## src/rtl/clk_div_ctrl.sv

```systemverilog
// ---------------------------------------------------------------------------
// clk_div_ctrl
//
// Sequences ratio changes for a downstream clock divider. Two requesters
// (A and B) raise level requests carrying a new ratio; a round-robin arbiter
// grants one. The divider clock enable is dropped, held low for SETTLE
// cycles, the new ratio is applied, the enable is restored from run_en and
// the winner receives a one-cycle ack. Outside a sequence the enable simply
// follows run_en.
//
// Parameters
//   div_ratio_wd : width of every ratio port
//   SETTLE       : cycles clk_en_o stays low before the ratio update (1..255)
//   RESET_RATIO  : div_ratio_o after reset (1 = divider bypass)
//
// Ports
//   clk_ref     in   single clock, rising edge
//   rst         in   synchronous active-high reset
//   run_en      in   software enable for the divider
//   req_a/b     in   ratio-change request levels, held until ack
//   ratio_a/b   in   requested ratio, valid while the matching req is high
//   ack_a/b     out  one-cycle completion pulses (registered)
//   busy        out  high while a change sequence is in progress
//   clk_en_o    out  divider clock enable (registered)
//   div_ratio_o out  divider ratio (registered)
// ---------------------------------------------------------------------------
module clk_div_ctrl #(
   parameter int unsigned                div_ratio_wd = 8,
   parameter int unsigned                SETTLE       = 4,
   parameter logic [div_ratio_wd-1:0]    RESET_RATIO  = 1
) (
   input  logic                    clk_ref,
   input  logic                    rst,
   input  logic                    run_en,
   input  logic                    req_a,
   input  logic [div_ratio_wd-1:0] ratio_a,
   input  logic                    req_b,
   input  logic [div_ratio_wd-1:0] ratio_b,
   output logic                    ack_a,
   output logic                    ack_b,
   output logic                    busy,
   output logic                    clk_en_o,
   output logic [div_ratio_wd-1:0] div_ratio_o
);

   typedef enum logic [1:0] {
      IDLE,
      GATE,
      LOAD,
      ACK
   } state_t;

   // Last settle count value; the ratio is loaded on the edge that sees it.
   localparam logic [7:0] SETTLE_LAST = 8'(SETTLE - 1);

   state_t                  state;
   state_t                  state_nxt;
   logic [7:0]              cnt;
   logic [7:0]              cnt_nxt;
   logic                    gnt_b;      // granted requester: 0 = A, 1 = B
   logic                    gnt_b_nxt;
   logic                    ptr_b;      // round-robin pointer: 0 = A, 1 = B
   logic                    ptr_b_nxt;
   logic [div_ratio_wd-1:0] shadow;
   logic [div_ratio_wd-1:0] shadow_nxt;
   logic [div_ratio_wd-1:0] div_nxt;
   logic                    clk_en_nxt;
   logic                    ack_a_nxt;
   logic                    ack_b_nxt;
   logic                    win_b;

   // B wins when it is the only requester, or both request and the pointer
   // favours B.
   assign win_b = req_b & (~req_a | ptr_b);

   assign busy = (state != IDLE);

   always_comb begin
      state_nxt  = state;
      cnt_nxt    = cnt;
      gnt_b_nxt  = gnt_b;
      ptr_b_nxt  = ptr_b;
      shadow_nxt = shadow;
      div_nxt    = div_ratio_o;
      clk_en_nxt = clk_en_o;
      ack_a_nxt  = 1'b0;
      ack_b_nxt  = 1'b0;

      unique case (state)
         IDLE: begin
            if (req_a | req_b) begin
               // Capture grant and ratio now so later input changes cannot
               // disturb the running sequence.
               gnt_b_nxt  = win_b;
               ptr_b_nxt  = ~win_b;
               shadow_nxt = win_b ? ratio_b : ratio_a;
               clk_en_nxt = 1'b0;
               cnt_nxt    = '0;
               state_nxt  = GATE;
            end else begin
               clk_en_nxt = run_en;
            end
         end

         GATE: begin
            cnt_nxt = cnt + 8'd1;
            if (cnt == SETTLE_LAST) begin
               // Enable is already low here, so the ratio never changes
               // while the divider is running.
               div_nxt   = shadow;
               state_nxt = LOAD;
            end
         end

         LOAD: begin
            clk_en_nxt = run_en;
            ack_a_nxt  = ~gnt_b;
            ack_b_nxt  = gnt_b;
            state_nxt  = ACK;
         end

         ACK: begin
            state_nxt = IDLE;
         end

         default: begin
            state_nxt = IDLE;
         end
      endcase
   end

   always_ff @(posedge clk_ref) begin
      if (rst) begin
         state       <= IDLE;
         cnt         <= '0;
         gnt_b       <= 1'b0;
         ptr_b       <= 1'b0;
         shadow      <= '0;
         clk_en_o    <= 1'b0;
         div_ratio_o <= RESET_RATIO;
         ack_a       <= 1'b0;
         ack_b       <= 1'b0;
      end else begin
         state       <= state_nxt;
         cnt         <= cnt_nxt;
         gnt_b       <= gnt_b_nxt;
         ptr_b       <= ptr_b_nxt;
         shadow      <= shadow_nxt;
         clk_en_o    <= clk_en_nxt;
         div_ratio_o <= div_nxt;
         ack_a       <= ack_a_nxt;
         ack_b       <= ack_b_nxt;
      end
   end

endmodule

```

## config.mk

```make
export PLATFORM = sky130hd
export DESIGN_NAME = clk_div_ctrl
export DESIGN_NICKNAME = d
export VERILOG_FILES = /design/src/rtl/clk_div_ctrl.sv
export SDC_FILE = /design/constraint.sdc
export NUM_CORES = 1
export LEC_CHECK = 0
export CAP_MARGIN = 5
export CORE_MARGIN = 1.5
export CORE_UTILIZATION = 30
export CTS_BUF_LIST = sky130_fd_sc_hd__clkbuf_8
export CTS_CLUSTER_SIZE = 16
export DETAILED_ROUTE_END_ITERATION = 16
export GPL_ROUTABILITY_DRIVEN = 0
export GPL_TIMING_DRIVEN = 0
export HOLD_SLACK_MARGIN = 0.05
export PLACE_DENSITY = 0.55
export SYNTH_ARGS = -nofsm -noshare
export SYNTH_HDL_FRONTEND = slang
export SYNTH_SLANG_ARGS = --single-unit
```

## constraint.sdc

```tcl
create_clock -name clk_ref -period 1.8 [get_ports clk_ref]
set_input_delay 0.18 -clock clk_ref [delete_from_list [all_inputs] [get_ports clk_ref]]
set_output_delay 0.18 -clock clk_ref [all_outputs]
set_load 0.01 [all_outputs]
```

==> results of run 1 <==
layer usage:
metal | part of all wire | global-route usage
met1 | 0.47 | 0.1686
met2 | 0.46 | 0.2127
met3 | 0.062 | 0.05628
met4 | 0.013 | 0.03846
met5 | 0 | 0
worst max-delay path, delay by kind of cell (launching register included):
kind / cells / cell delay, ns
compound gates: 1 / 0.19
fa+ha+maj: 1 / 0.28
buf+inv: 1 / 0.08
simple gates: 2 / 0.47
flops: 1 / 0.33
xor+xnor: 1 / 0.17
power by group:
group	switching, mW	internal, mW
clock network	0.263	0.447
registers	0.0688	0.811
logic	0.366	0.295
cell families (layout without fill, tap and decap cells):
family,Yosys count,count (layout),synth area share
AOI/OAI and AO/OA,35,35,0.1563
xor gates and xnor gates,5,5,0.03238
adders and majority gates,4,4,0.03700
buffers and inverters,10,49,0.03422
DFF,31,31,0.4588
muxes,16,16,0.1184
and+or+nand+nor,38,38,0.1628
synthesized netlist by cell type:
cell	number	share of area
inv_1	5	0.014
nor3_1	4	0.015
o21bai_1	1	0.0056
o21ai_1	1	0.0037
nand3_2	1	0.0074
or3b_1	1	0.0065
and3_1	1	0.0046
o21ai_0	14	0.052
nor2_1	17	0.047
a21boi_2	1	0.0083
or2_2	1	0.0046
nor2b_1	1	0.0046
dfxtp_1	31	0.46
o211a_1	1	0.0074
xnor2_1	5	0.032
o211ai_1	1	0.0056
a21oi_1	13	0.048
nor4b_4	1	0.018
buf_2	1	0.0037
o311a_2	1	0.0083
nor4b_1	2	0.013
ha_1	4	0.037
mux2i_1	16	0.12
buf_6	1	0.0083
or3_1	1	0.0046
nor3b_2	1	0.0092
a22oi_1	1	0.0056
clkbuf_1	3	0.0083
nand4_1	1	0.0046
o21ai_4	1	0.012
nor2_2	1	0.0046
nand2_1	3	0.0083
nor3b_1	2	0.011
layout make-up:
type	count	area (µm²)	area share
timing repair buffer	31	309.0	0.1669
multi-input combinational	98	693.2	0.3743
clock buffer	6	82.58	0.04459
sequential	31	620.6	0.3351
buffer	5	27.53	0.01486
inverter	5	18.77	0.01014
clock inverter	2	35.03	0.01892
tap	52	65.06	0.03514
flip-flops by register name, summed over array words and instances, names as in the netlist:
name and count:
ack_b 1, ack_a 1, shadow 8, state 2
div_ratio_o 8, gnt_b 1, cnt 8, ptr_b 1
clk_en_o 1
repair_timing:
action,in CTS,in global routing
hold endpoints to repair,0,0
setup buffers,0,0
endpoints found under the setup margin,1,3
gates resized for setup,2,1
per-stage QoR:
step	area (µm²)	util	instances	power [mW]	hold slack, ns
floorplan	1353	-	139	1.319	0.3412
global placement	1728	0.3968	222	1.526	0.4301
detailed placement	1728	0.3968	222	1.547	0.4328
CTS	1847	0.4241	230	2.263	0.2056
global route	1852	0.4253	230	2.399	0.2203
finish	1852	0.4253	230	2.252	0.2110
worst max-delay path by stage:
stage | from | to | slack [ns] | depth (start not counted)
final | state[1] | cnt[7] | 0.16 | 6
after global routing | state[1] | cnt[7] | -0.05 | 6
after CTS | state[1] | cnt[7] | 0.14 | 6
after detailed placement | req_b | shadow[7] | 0.08 | 6
after global placement | req_b | shadow[7] | 0.07 | 6
after floorplan | state[0] | cnt[5] | 0.33 | 6
==> impl_metrics.json, run 1 <==
{
  "outcome": "finished, final reports clean",
  "drt_iter0_drc": 30,
  "numCtsBuffers": 5,
  "fmax_mhz": 611.6,
  "die_area_mm2": 0.004920,
  "syn2layout_area_growth_pct": 36.91,
  "critical_path_class": "reg2reg",
  "firstDrtPassIters": 4,
  "netlist_area_mm2": 0.001353,
  "syn-num-nets": 164,
  "min_to": "gnt_b",
  "r2r-end": "cnt[7]",
  "yosys_warnings": 0,
  "clock-sinks": 31,
  "fin_setup_tns_ns": 0,
  "wl_per_cell_um": 12.77,
  "critPathCaptureType": "register",
  "cellLeakagePower_nw": 0.7547,
  "synth_cell_types": 33,
  "boundaryPins": 33,
  "path_cells": "inv_1 > ha_1 > o211ai_1 > nor4b_1 > xnor2_1 > nor2_1",
  "clk_path_buf_depth": 2,
  "fin_nets": 202,
  "maxCapViolCount": 0,
  "powerDensity_mw_per_mm2": 1216,
  "final_common_cell": "dfxtp_1",
  "vdd_drop_max_mv": 0.4668,
  "core_mm2": 0.004354,
  "min_path_type": "in2reg",
  "wirelength_mm": 2.937,
  "path_clk_slew_ns": 0.07,
  "grt_max_degree": 11,
  "setup_viol": 0,
  "grt_pass1_wl_mm": 5.188,
  "rows": 24,
  "cts_tree": "done",
  "period_needed_ns": 1.635,
  "hold_path_depth": 2,
  "relSlewSlack": 0.6517,
  "r2r-start": "state[1]",
  "cts_root_buf": "clkbuf_8",
  "vias": 1087,
  "r2r_slack_ns": 0.16,
  "die_x_um": 70.15,
  "cp_max_fo": 7,
  "syn_inst": 139,
  "slowest_stage": "nor4b_1",
  "portBuffers": 31,
  "synth_seq_cells": 31,
  "drc": 0,
  "finalCritPeriodShare": 0.9084,
  "layout_common_cells": "31 x dfxtp_1, 30 x clkdlybuf4s50_1, 17 x nor2_1, 16 x mux2i_1, 14 x o21ai_0",
  "ant_nets": 0,
  "diodes": 0,
  "antenna_found_initial": 0,
  "cts_hold_buf": 0,
  "start_util": 0.3106,
  "worstSkewPairLatency_ns": 0.29,
  "dp_hpwl_mm": 2.093,
  "viasPerCell": 4.726,
  "grt-ovfl-total": 0,
  "n_fill_cell": 419,
  "hold_start": "rst",
  "fin_skew_ns": 0.006659,
  "finalHoldViolCount": 0,
  "required_ns": 1.96,
  "drive_above_1_share": 0.1067,
  "pre_cts_slack_ns": 0.07968,
  "ctsHtreeMaxLevel": 2,
  "first_global_vias": 1107,
  "drv_slew": 0,
  "start_kind": "register",
  "tightest_slew_ns": 0.5224,
  "track_usage": 0.1347,
  "reg2reg_depth": 6,
  "worst-endpoint-arrival_ns": 1.80,
  "final.setup.worst_slack_ns": 0.1649,
  "die_h_um": 70.15,
  "grt_setup_unrepaired": "true",
  "synth_area_per_cell_um2": 9.731,
  "ys_seq_area_frac": 0.4588,
  "slowest_delay_ns": 0.42
}
Power figures use the tool's default switching activity.
==> run 2: changes to the inputs <==
==> constraint.sdc (replaced) <==
create_clock -name clk_ref -period 2.05 [get_ports clk_ref]
set_input_delay 0.205 -clock clk_ref [delete_from_list [all_inputs] [get_ports clk_ref]]
set_output_delay 0.205 -clock clk_ref [all_outputs]
set_load 0.01 [all_outputs]
==> run 2 against run 1 <==
Against the previous run:
- global-route usage stayed put
- hold slack better by 0.025 ns
- die area stayed put
- cell count stayed put
- wire length is 0.14% higher
- sequential share of layout area is 0.11 points higher
- power is 12% lower
- combinational power is 13% lower
- sequential power is 12% lower
- via count is 0.37% higher
- clock power is 12% lower
- critical path type is now reg2out
- largest power group unchanged
- highest routed layer unchanged
==> impl_metrics.json, run 2 (synthesis gave the netlist of run 1 again) <==
{
  "slowest_delay_ns": 0.55,
  "required_ns": 1.85,
  "met2_usage": 0.2138,
  "die_area_mm2": 0.004920,
  "relSlewSlack": 0.6496,
  "place_area_mm2": 0.001728,
  "wirelength_mm": 2.941,
  "finalHoldViolCount": 0,
  "drc": 0,
  "slowest_stage": "clkdlybuf4s50_1",
  "fmax_mhz": 529.5,
  "cp_top_family": "buffers and inverters",
  "path_clk_slew_ns": 0.06,
  "layout_common_cells": "31 x dfxtp_1, 31 x clkdlybuf4s50_1, 17 x nor2_1, 16 x mux2i_1, 14 x o21ai_0",
  "cp_num_buf_inv": 3,
  "drive_above_1_share": 0.1011,
  "viasPerCell": 4.743,
  "cts_root_buf": "clkbuf_8",
  "hold_ws_ns": 0.2359,
  "fin_skew_ns": 0.006465,
  "use_met3": 0.05628,
  "sequentialPowerShare": 0.392,
  "drv_slew": 0,
  "worstSkewPairLatency_ns": 0.29,
  "die_h_um": 70.15,
  "start_util": 0.3106,
  "top_usage_layer": "met2",
  "grt_setup_unrepaired": "false",
  "first_global_vias": 1106,
  "tightest_slew_ns": 0.5256,
  "worst-endpoint-arrival_ns": 1.68,
  "vias": 1091,
  "cts_hold_buf": 0,
  "firstDrtPassIters": 4,
  "reg_top3": "cnt: 8 flops, div_ratio_o: 8 flops, shadow: 8 flops",
  "grt_pass1_wl_mm": 5.188,
  "dp_hpwl_mm": 2.093,
  "cellLeakagePower_nw": 0.7522,
  "diodes": 0,
  "portBuffers": 31,
  "final_cells": 230,
  "fin_nets": 202,
  "switching_share": 0.3086,
  "period_needed_ns": 1.889,
  "core_mm2": 0.004354,
  "cts_tree": "done",
  "setup_viol": 0,
  "clock-sinks": 31,
  "cpMostUsedCell": "inv_1",
  "die_x_um": 70.15,
  "rows": 24,
  "final_util": 0.4239,
  "vdd_drop_max_mv": 0.4116,
  "path_cells": "inv_1 > ha_1 > inv_1 > clkdlybuf4s50_1",
  "start_kind": "register",
  "drt_iter0_drc": 35,
  "n_fill_cell": 421,
  "maxCapViolCount": 0,
  "post-route-cell-area_mm2": 0.001846,
  "ant_nets": 0,
  "p_clk_frac": 0.317,
  "min_path_type": "in2reg",
  "comb_power_share": 0.291,
  "finalCritPeriodShare": 0.9212,
  "ctsHtreeMaxLevel": 2,
  "boundaryPins": 33,
  "p_switching_mw": 0.6084,
  "wl_per_cell_um": 12.79,
  "clk_path_buf_depth": 2,
  "powerDensity_mw_per_mm2": 1068,
  "intPower_mw": 1.363,
  "antenna_found_initial": 0,
  "ctsResizeCount": 0,
  "place_inst": 222,
  "grtUsageMet1": 0.1677,
  "critical_path_class": "reg2out",
  "critPathCaptureType": "output pin",
  "track_usage": 0.1347,
  "grt_max_degree": 11,
  "syn2layout_area_growth_pct": 36.45,
  "fin_setup_tns_ns": 0,
  "outcome": "finished, final reports clean",
  "grt-ovfl-total": 0,
  "cp_max_fo": 8,
  "numCtsBuffers": 5,
  "cts_setup_buffers": 0
}
-- run 2: changes by cell type in the layout (fill, tap and decap cells not counted) --
cell             before  now
nor2_4                1    0
ha_2                  1    0
clkdlybuf4s50_1      30   31
dlygate4sd2_1         1    0
ha_1                  3    4
nor2_2                0    1
-- run 2: cell type report --
type | instances | area (µm²) | area share
multi-input combinational | 98 | 685.7 | 0.3715
sequential | 31 | 620.6 | 0.3363
timing repair buffer | 31 | 310.3 | 0.1681
clock buffer | 6 | 82.58 | 0.04475
tap | 52 | 65.06 | 0.03525
clock inverter | 2 | 35.03 | 0.01898
buffer | 5 | 27.53 | 0.01492
inverter | 5 | 18.77 | 0.01017
-- run 2: path summary, 6_finish.rpt --
path / from / end / slack [ns] / depth (start not counted)
setup / recovery: state[1] / busy / 0.16 / 4
hold reg to reg: gnt_b / ack_a / 0.44 / 1
hold / removal: rst / gnt_b / 0.24 / 2
setup reg to reg: state[0] / shadow[7] / 0.32 / 7
-- run 2: stage by stage --
| step | power (mW) | setup slack, ns |
|---|---|---|
| final | 1.972 | 0.1614 |
| after detailed placement | 1.359 | 0.3047 |
| after global placement | 1.340 | 0.2969 |
| after global routing | 2.097 | 0.05618 |
| after CTS | 1.991 | 0.1374 |
| after floorplan | 1.158 | 0.5768 |
-- run 2: power by group through the flow --
stage / clock [mW] / combinational (mW) / sequential (mW)
after global placement: 0 / 0.562 / 0.778
after global routing: 0.664 / 0.645 / 0.788
final: 0.625 / 0.575 / 0.772
after CTS: 0.639 / 0.581 / 0.772
after detailed placement: 0 / 0.575 / 0.784
after floorplan: 0 / 0.383 / 0.775
-- run 2: metal layers --
layer | part of all wire | vias up
met2 | 0.46 | 31
met3 | 0.065 | 5
met4 | 0.013 | 0
met5 | 0 | -
met1 | 0.46 | 490
li1 | - | 565
==> run 3: changes to the inputs <==
==> constraint.sdc (replaced) <==
create_clock -name clk_ref -period 2.1 [get_ports clk_ref]
set_input_delay 0.21 -clock clk_ref [delete_from_list [all_inputs] [get_ports clk_ref]]
set_output_delay 0.21 -clock clk_ref [all_outputs]
set_load 0.01 [all_outputs]
==> results of run 3 <==
Same layout as run 2 (identical final DEF). Status: finished, final reports clean.
Main changes from that run: setup slack after placement 0.3047 ns -> 0.3497 ns; setup slack after layout 0.1614 ns -> 0.2064 ns; hold slack 0.2359 ns -> 0.2409 ns; register-to-register setup slack 0.32 ns -> 0.37 ns; total power 1.972 mW -> 1.925 mW; worst IR drop on VDD 0.4116 mV -> 0.4018 mV
